===== config.mk =====
export PLATFORM = sky130hd
export DESIGN_NAME = arb8_mx_flat
export DESIGN_NICKNAME = d
export VERILOG_FILES = /design/src/rtl/arb8_mx_pkg.sv /design/src/rtl/arb8_mx_if.sv /design/src/rtl/arb8_mx_mx8.sv /design/src/rtl/arb8_mx.sv /design/src/flat_wrapper.sv
export SDC_FILE = /design/constraint.sdc
export NUM_CORES = 1
export LEC_CHECK = 0
export CAP_MARGIN = 0
export CORE_UTILIZATION = 25
export CTS_BUF_LIST = sky130_fd_sc_hd__clkbuf_4
export DETAILED_ROUTE_END_ITERATION = 10
export DONT_BUFFER_PORTS = 1
export GPL_ROUTABILITY_DRIVEN = 1
export HOLD_SLACK_MARGIN = 0.12
export PLACE_DENSITY_LB_ADDON = 0.12
export SETUP_SLACK_MARGIN = 0.02
export SKIP_LAST_GASP = 1
export SLEW_MARGIN = 5
export SYNTH_ARGS = -nofsm -noshare
export SYNTH_HDL_FRONTEND = slang
export SYNTH_SLANG_ARGS = --single-unit

===== constraint.sdc =====
create_clock -name clk -period 3.4 [get_ports clk]
set_input_delay 0.34 -clock clk [delete_from_list [all_inputs] [get_ports clk]]
set_output_delay 0.34 -clock clk [all_outputs]
set_load 0.005 [all_outputs]

===== src/rtl/arb8_mx_pkg.sv =====
// Shared definitions for the arb8_mx round-robin channel arbiter.
//   state_e  : FSM encoding (IDLE / GRANT)
//   pick_t   : result of a round-robin scan (found flag + winner index)
//   rr_pick  : circular first-set-bit search starting at a pointer
package arb8_mx_pkg;

  localparam int NREQ         = 8;
  localparam int SELW         = 3;
  localparam int MAX_HOLD_DEF = 4;

  typedef enum logic {
    IDLE  = 1'b0,
    GRANT = 1'b1
  } state_e;

  typedef struct packed {
    logic            found;
    logic [SELW-1:0] idx;
  } pick_t;

  // Scans ptr, ptr+1, ... mod NREQ. Walking offsets from high to low lets the
  // smallest offset (closest to ptr) overwrite the result last and win.
  function automatic pick_t rr_pick(input logic [SELW-1:0] ptr,
                                    input logic [NREQ-1:0] req);
    pick_t           p;
    logic [SELW-1:0] idx;
    p.found = 1'b0;
    p.idx   = '0;
    for (int k = NREQ - 1; k >= 0; k--) begin
      idx = ptr + SELW'(k);
      if (req[idx]) begin
        p.found = 1'b1;
        p.idx   = idx;
      end
    end
    return p;
  endfunction

endpackage


===== src/rtl/arb8_mx_if.sv =====
// Requester/channel bundle for arb8_mx.
//   req  : per-requester request lines
//   d    : per-requester data bits into the shared 8:1 channel
//   gnt  : one-hot registered grant
//   sel  : registered winner index (mux select)
//   busy : a grant is active
//   y    : channel output, gated by busy
interface arb8_mx_if;
  import arb8_mx_pkg::*;

  logic [NREQ-1:0] req;
  logic [NREQ-1:0] d;
  logic [NREQ-1:0] gnt;
  logic [SELW-1:0] sel;
  logic            busy;
  logic            y;

  modport master (output req, d, input gnt, sel, busy, y);
  modport slave  (input req, d, output gnt, sel, busy, y);
endinterface


===== src/rtl/arb8_mx_mx8.sv =====
// 8:1 bit multiplexer built as a three-level tree of 2:1 muxes.
//   mx2 : a,b data, s select, y = s ? b : a
//   mx8 : a..h data (index 0..7), s2,s1,s0 select (s2 is MSB), y output
module mx2 (
  input  logic a,
  input  logic b,
  input  logic s,
  output logic y
);
  assign y = s ? b : a;
endmodule

module mx8 (
  input  logic a, b, c, d, e, f, g, h,
  input  logic s2, s1, s0,
  output logic y
);
  logic m0, m1, m2, m3, n0, n1;

  mx2 u_m0 (.a(a),  .b(b),  .s(s0), .y(m0));
  mx2 u_m1 (.a(c),  .b(d),  .s(s0), .y(m1));
  mx2 u_m2 (.a(e),  .b(f),  .s(s0), .y(m2));
  mx2 u_m3 (.a(g),  .b(h),  .s(s0), .y(m3));
  mx2 u_n0 (.a(m0), .b(m1), .s(s1), .y(n0));
  mx2 u_n1 (.a(m2), .b(m3), .s(s1), .y(n1));
  mx2 u_o  (.a(n0), .b(n1), .s(s2), .y(y));
endmodule


===== src/rtl/arb8_mx.sv =====
// Round-robin arbiter sharing one 8:1 bit channel among 8 requesters.
//   clk   : rising-edge clock
//   reset : synchronous active-high reset
//   bus   : arb8_mx_if.slave (req, d in; gnt, sel, busy, y out)
// A grant lasts until its requester drops req or MAX_HOLD cycles elapse;
// at release the pointer moves past the holder and a new winner is loaded
// on the same edge, so back-to-back grants have no idle bubble.
module arb8_mx
  import arb8_mx_pkg::*;
#(
  parameter int MAX_HOLD = MAX_HOLD_DEF,
  parameter int CW       = 3
) (
  input  logic      clk,
  input  logic      reset,
  arb8_mx_if.slave  bus
);

  state_e          state_q, state_d;
  logic [SELW-1:0] ptr_q, ptr_d;
  logic [CW-1:0]   cnt_q, cnt_d;
  logic [NREQ-1:0] gnt_q, gnt_d;
  logic [SELW-1:0] sel_q, sel_d;
  logic            busy_q, busy_d;

  logic [SELW-1:0] arb_ptr;
  pick_t           pick;
  logic            rel;
  logic            mx_y;

  // In GRANT the only time the pick matters is at release, where the
  // pointer has already advanced past the holder; one picker serves both.
  assign arb_ptr = (state_q == GRANT) ? (sel_q + SELW'(1)) : ptr_q;
  assign pick    = rr_pick(arb_ptr, bus.req);
  assign rel     = !bus.req[sel_q] || (cnt_q == CW'(MAX_HOLD - 1));

  always_comb begin
    state_d = state_q;
    ptr_d   = ptr_q;
    cnt_d   = cnt_q;
    gnt_d   = gnt_q;
    sel_d   = sel_q;
    busy_d  = busy_q;
    case (state_q)
      IDLE: begin
        if (pick.found) begin
          state_d = GRANT;
          gnt_d   = NREQ'(1) << pick.idx;
          sel_d   = pick.idx;
          busy_d  = 1'b1;
          cnt_d   = '0;
        end
      end
      GRANT: begin
        if (rel) begin
          ptr_d = arb_ptr;
          if (pick.found) begin
            gnt_d = NREQ'(1) << pick.idx;
            sel_d = pick.idx;
            cnt_d = '0;
          end else begin
            // sel keeps its last value while idle
            state_d = IDLE;
            gnt_d   = '0;
            busy_d  = 1'b0;
          end
        end else begin
          cnt_d = cnt_q + CW'(1);
        end
      end
      default: state_d = IDLE;
    endcase
  end

  always_ff @(posedge clk) begin
    if (reset) begin
      state_q <= IDLE;
      ptr_q   <= '0;
      cnt_q   <= '0;
      gnt_q   <= '0;
      sel_q   <= '0;
      busy_q  <= 1'b0;
    end else begin
      state_q <= state_d;
      ptr_q   <= ptr_d;
      cnt_q   <= cnt_d;
      gnt_q   <= gnt_d;
      sel_q   <= sel_d;
      busy_q  <= busy_d;
    end
  end

  mx8 u_mx8 (
    .a (bus.d[0]), .b (bus.d[1]), .c (bus.d[2]), .d (bus.d[3]),
    .e (bus.d[4]), .f (bus.d[5]), .g (bus.d[6]), .h (bus.d[7]),
    .s2(sel_q[2]), .s1(sel_q[1]), .s0(sel_q[0]),
    .y (mx_y)
  );

  assign bus.gnt  = gnt_q;
  assign bus.sel  = sel_q;
  assign bus.busy = busy_q;
  assign bus.y    = busy_q & mx_y;

endmodule

===== src/flat_wrapper.sv =====
// flat-port wrapper written by rule: the top's interface ports become plain ports
module arb8_mx_flat import arb8_mx_pkg::*;
#(
  parameter int MAX_HOLD = MAX_HOLD_DEF,
  parameter int CW       = 3
)
  (clk, reset, bus_req, bus_d, bus_gnt, bus_sel, bus_busy, bus_y);
  arb8_mx_if bus_i ();
  input  logic clk;
  input  logic reset;
  input wire logic [$bits(bus_i.req)-1:0] bus_req;
  input wire logic [$bits(bus_i.d)-1:0] bus_d;
  output wire logic [$bits(bus_i.gnt)-1:0] bus_gnt;
  output wire logic [$bits(bus_i.sel)-1:0] bus_sel;
  output wire logic [$bits(bus_i.busy)-1:0] bus_busy;
  output wire logic [$bits(bus_i.y)-1:0] bus_y;
  assign bus_i.req = bus_req;
  assign bus_i.d = bus_d;
  assign bus_gnt = bus_i.gnt;
  assign bus_sel = bus_i.sel;
  assign bus_busy = bus_i.busy;
  assign bus_y = bus_i.y;
  arb8_mx #(.MAX_HOLD(MAX_HOLD), .CW(CW)) u_core (.clk(clk), .reset(reset), .bus(bus_i));
endmodule

==> impl_table.tex <==
\begin{tabular}{lr}
\hline
Metric & Value \\
\hline
\multicolumn{2}{l}{\textbf{GRT}} \\
\quad Grt total ovfl & 0 \\
\quad GRT Total Usage & 0.170 \\
\quad Vias in the first global route & roughly 2000 \\
\quad Initial antenna violation count & 0 \\
\quad Wire length of the first global-routing pass & 11.5 mm \\
\quad Largest net degree at the start of global routing & 19 \\
\multicolumn{2}{l}{\textbf{Clock tree}} \\
\quad Deepest level of the CTS H-tree & 1 \\
\quad Clock tree from TritonCTS & yes \\
\quad \# clock sinks & 19 \\
\quad Clock root buffer & sky130\_fd\_sc\_hd\_\_clkbuf\_4 \\
\quad Cts bufs inserted & 3 \\
\quad Buffers from clock root to sink, at most & 2 \\
\quad Worst-Skew Late Latency & approximately 0.3 ns \\
\quad Post-CTS clock slew at the launch and capture registers of the worst setup and hold paths & 0.11 ns \\
\multicolumn{2}{l}{\textbf{Cells and area}} \\
\quad Number of nets at the end of the flow & 284 \\
\quad Area growth from synthesis to layout & 10.2\% \\
\quad Final design utilization & 0.284 \\
\quad Fill cell instance count of the final layout & 893 \\
\quad Diodes inserted & 0 \\
\quad Ratio of cells with drive above 1 in the final layout & 0.215 \\
\multicolumn{2}{l}{\textbf{Yosys}} \\
\quad Share of flip-flops with an asynchronous set or reset after synthesis & 0 \\
\quad Number of distinct standard cells referenced by the synthesized netlist & 62 \\
\quad Post-Syn Area per Cell & between 8 and 9 sq um \\
\quad Number of enable-type register cells in the synthesized netlist & 0 \\
\quad Cell count after synthesis & approximately 260 \\
\quad Cell Area, Synth & around 2100 sq um \\
\quad Flip-flop cell with the highest count after synthesis & sky130\_fd\_sc\_hd\_\_dfxtp\_1 \\
\quad Xor/xnor share of the synthesized area & 0.0160 \\
\quad Multiplexer share of the synthesized area & 0.176 \\
\quad Synthesized-area fraction occupied by ao, oa, aoi and oai cells & 0.337 \\
\quad Basic-gate share of the synthesized area counting and, or, nand and nor cells & 0.200 \\
\quad Adder-cell share of the synthesized area & 0.0237 \\
\quad Synth Warn \# & 0 \\
\quad Part of the Yosys area used for sequential elements & 0.180 \\
\quad Number of flip-flops and latches in the synthesized netlist & 19 \\
\quad Combinational family with the most area after synthesis & compound AO/OA/AOI/OAI gates \\
\quad Mapped Nets & 278 \\
\multicolumn{2}{l}{\textbf{Power}} \\
\quad Switching share of power & 0.523 \\
\quad Share of total power in the clock network & 0.057 \\
\quad Reg power frac & 0.167 \\
\quad Power per Cell Area & 888 nW/um\^{}2 \\
\quad Switching pwr & 1080 uW \\
\quad Highest ir drop seen on vdd & 0.000280 V \\
\quad Cell internal power dissipation & 984 uW \\
\quad Leak & about 0.00085 uW \\
\quad Gate power share & 0.776 \\
\multicolumn{2}{l}{\textbf{Detailed routing}} \\
\quad Residual DRC & 0 \\
\quad Average wire per standard cell & 19.7 um \\
\quad Total detailed-routing wirelength & 7.21 mm \\
\quad DR vias/cell & 5.86 \\
\quad Via count of the routed design & 2144 \\
\quad DRC marker count from the first detailed-route iteration & 202 \\
\quad Count of antenna-violating nets left after detailed routing & 0 \\
\quad Detailed Routing Iterations Pass 1 & 4 \\
\multicolumn{2}{l}{\textbf{Floorplan}} \\
\quad Top-level port count & 31 \\
\quad DIE HEIGHT & 93.9 um \\
\quad Floorplan die width & 93.9 um \\
\quad Area enclosed by the die boundary & approximately 9000 sq um \\
\quad Cell Rows & 33 \\
\quad Starting density of the core & 0.258 \\
\quad Core area & 8180 sq um \\
\multicolumn{2}{l}{\textbf{STA}} \\
\quad Total of endpoints with negative setup slack in the final report & 0 \\
\quad Worst Max-Slew Pin Slew & a little over 0.7 ns \\
\quad Total negative slack & 0 ns \\
\quad Relative slew slack & 0.518 \\
\quad Final Hold Violating Endpoints & 0 \\
\quad Maximum frequency from static timing analysis & 309 MHz \\
\quad Pins over their slew limit & 0 \\
\quad Fin crit share & 0.952 \\
\quad Worst-case clock skew & roughly 0.0052 ns \\
\quad Min Tclk post-route & about 3.2 ns \\
\quad Setup repair after global routing missed its margin & false \\
\multicolumn{2}{l}{\textbf{Outcome}} \\
\quad Outcome & completed \\
\multicolumn{2}{l}{\textbf{Min path}} \\
\quad Worst Hold Launch & reset \\
\quad Endpoint of the worst hold path & u\_core.bus.sel[0] \\
\quad Path category of the worst min-delay check & input pin to register \\
\quad Worst hold path cell count & 2 \\
\multicolumn{2}{l}{\textbf{Worst setup path}} \\
\quad Cell-by-cell trace of the critical path & ha\_1, mux2i\_2, buf\_4, mux2i\_1, o21ai\_0, a221o\_1, a31oi\_1, o31ai\_4, or3\_1, o31ai\_1 \\
\quad Max FO, Critical Path & 11 \\
\quad Data arrival time of the critical path & 3.46 ns \\
\quad Endpoint class of the critical path & register \\
\quad Register-to-Register Path Depth & 10 \\
\quad Slack of the worst reg-to-reg path & 0.16 ns \\
\quad Reg-to-reg startpoint & u\_core.bus.sel[1] \\
\quad Worst Setup Start Kind & register \\
\quad End of the worst register-to-register path & u\_core.bus.gnt[4] \\
\quad Crit-path max cell delay & 0.45 ns \\
\quad Slowest stage cell on the critical path & sky130\_fd\_sc\_hd\_\_a221o\_1 \\
\quad Worst setup path category & register to register \\
\quad Required time at the endpoint of the critical path & 3.63 ns \\
\multicolumn{2}{l}{\textbf{Placed design}} \\
\quad Weighted congestion reported at the end of routability-driven placement & slightly below 0.9 \\
\quad Number of port buffers & 0 \\
\quad Placed wire-length estimate after detailed placement & 5.46 mm \\
\multicolumn{2}{l}{\textbf{Run}} \\
\quad Number of max-cap violations & 0 \\
\hline
\end{tabular}
## metal layers
metal  global-route usage  share of wire  vias to the layer above
met5                    0              0                        -
met4               0.0641          0.031                        0
met3               0.0461          0.075                       18
met2                0.256           0.45                       85
met1                0.230           0.44                     1032
li1                     -              -                     1009
## worst max-delay path: cells and delay by family, from the launching register on
family	cells	cell delay [ns]
buffers and inverters	1	0.25
DFF	1	0.33
AOI/OAI and AO/OA	5	1.37
muxes	2	0.49
and+or+nand+nor	1	0.40
adders and majority gates	1	0.32
## flip-flops by register name, summed over array words and instances (netlist names)
register / flops
u_core.bus.busy: 1
u_core.bus.gnt: 8
u_core.bus.sel: 3
u_core.cnt_q: 3
u_core.ptr_q: 3
u_core.state_q: 1
## stage by stage
stage	instance area [sq um]	hold WS, ns	total power, uW	worst slack (ns)	instances
detailed placement	2270	0.415	1910	0.0692	361
finish	2320	0.220	2060	0.164	366
global placement	2270	0.414	1940	0.0378	361
CTS	2310	0.199	2040	0.0294	366
floorplan	2120	0.449	1520	0.0575	256
global route	2320	0.202	2240	0.0238	366
## synth_stat cells (all sizes together), types with 2 or more instances
| library cell | number | area [sq um] |
|---|---|---|
| clkbuf | 3 | 11.3 |
| a21o | 3 | 22.5 |
| a211oi | 6 | 45.0 |
| o22ai | 2 | 12.5 |
| o2111ai | 4 | 35.0 |
| buf | 16 | 106 |
| mux2i | 13 | 134 |
| nand2 | 26 | 105 |
| nor4 | 3 | 25.0 |
| o211ai | 6 | 45.0 |
| dfxtp | 19 | 380 |
| mux4 | 10 | 225 |
| o211a | 3 | 30.0 |
| and2 | 3 | 18.8 |
| nor3 | 3 | 15.0 |
| or3 | 3 | 18.8 |
| o221a | 2 | 31.3 |
| nor2 | 21 | 81.3 |
| a31oi | 3 | 18.8 |
| o21ai | 21 | 109 |
| a32o | 5 | 50.1 |
| inv | 6 | 22.5 |
| xnor2 | 2 | 25.0 |
| o31ai | 8 | 78.8 |
| nand3 | 15 | 75.1 |
| nor3b | 3 | 22.5 |
| or2 | 4 | 27.5 |
| ha | 4 | 50.1 |
| a21oi | 21 | 105 |
## area by class of cell
cell class	instances	area [sq um]	area share
sequential	19	380	0.164
multi-input combinational	212	1610	0.693
clock inverter	1	5.00	0.00215
timing repair buffer	20	153	0.0657
tap	105	131	0.0565
clock buffer	3	22.5	0.00969
inverter	6	22.5	0.00969
## placed cells by master, fill, tap and decap left out, types with 4 or more instances in the layout
| master | netlist | layout |
|---|---|---|
| sky130_fd_sc_hd__mux4_2 | 10 | 10 |
| sky130_fd_sc_hd__o2111ai_1 | 4 | 4 |
| sky130_fd_sc_hd__dfxtp_1 | 19 | 19 |
| sky130_fd_sc_hd__nor2_1 | 20 | 20 |
| sky130_fd_sc_hd__o31ai_1 | 6 | 5 |
| sky130_fd_sc_hd__o21ai_0 | 17 | 17 |
| sky130_fd_sc_hd__mux2i_1 | 12 | 12 |
| sky130_fd_sc_hd__a211oi_1 | 6 | 6 |
| sky130_fd_sc_hd__nand3_1 | 15 | 15 |
| sky130_fd_sc_hd__inv_1 | 4 | 4 |
| sky130_fd_sc_hd__a21oi_1 | 21 | 21 |
| sky130_fd_sc_hd__a32o_1 | 5 | 5 |
| sky130_fd_sc_hd__buf_4 | 6 | 19 |
| sky130_fd_sc_hd__nand2_1 | 25 | 25 |
| sky130_fd_sc_hd__o211ai_1 | 6 | 6 |
## power groups by stage
stage / Clock (uW) / Combinational [uW] / Sequential [uW]
floorplan: 0 / 1190 / 325
global placement: 0 / 1590 / 352
detailed placement: 0 / 1550 / 354
CTS: 129 / 1560 / 348
global route: 136 / 1750 / 356
finish: 118 / 1600 / 345
## cells by family after synthesis
| kind of cell | after synthesis |
|---|---|
| compound gates | 95 |
| simple gates | 86 |
| buf+inv | 25 |
| mux | 24 |
| flops | 19 |
| fa+ha+maj | 4 |
| xor+xnor | 3 |
## repair_timing
item                                    in CTS  in global routing
hold buffers                                 1                  0
resized for setup                            0                  3
endpoints found under the setup margin       0                  8
buffers inserted                             0                  0
hold endpoints to repair                     9                  0
## how the worst max path moves through the flow
stage,startpoint,endpoint,cells past startpoint,slack (ns)
global placement,u_core.bus.sel[1],u_core.bus.gnt[0],12,0.04
finish,u_core.bus.sel[1],u_core.bus.gnt[4],10,0.16
detailed placement,u_core.bus.sel[1],u_core.bus.gnt[2],12,0.07
floorplan,u_core.bus.sel[1],u_core.bus.gnt[3],12,0.06
global route,u_core.bus.sel[1],u_core.bus.gnt[2],12,0.02
CTS,u_core.bus.sel[1],u_core.bus.gnt[2],12,0.03
Note: power is estimated with default switching activity, not from simulation.
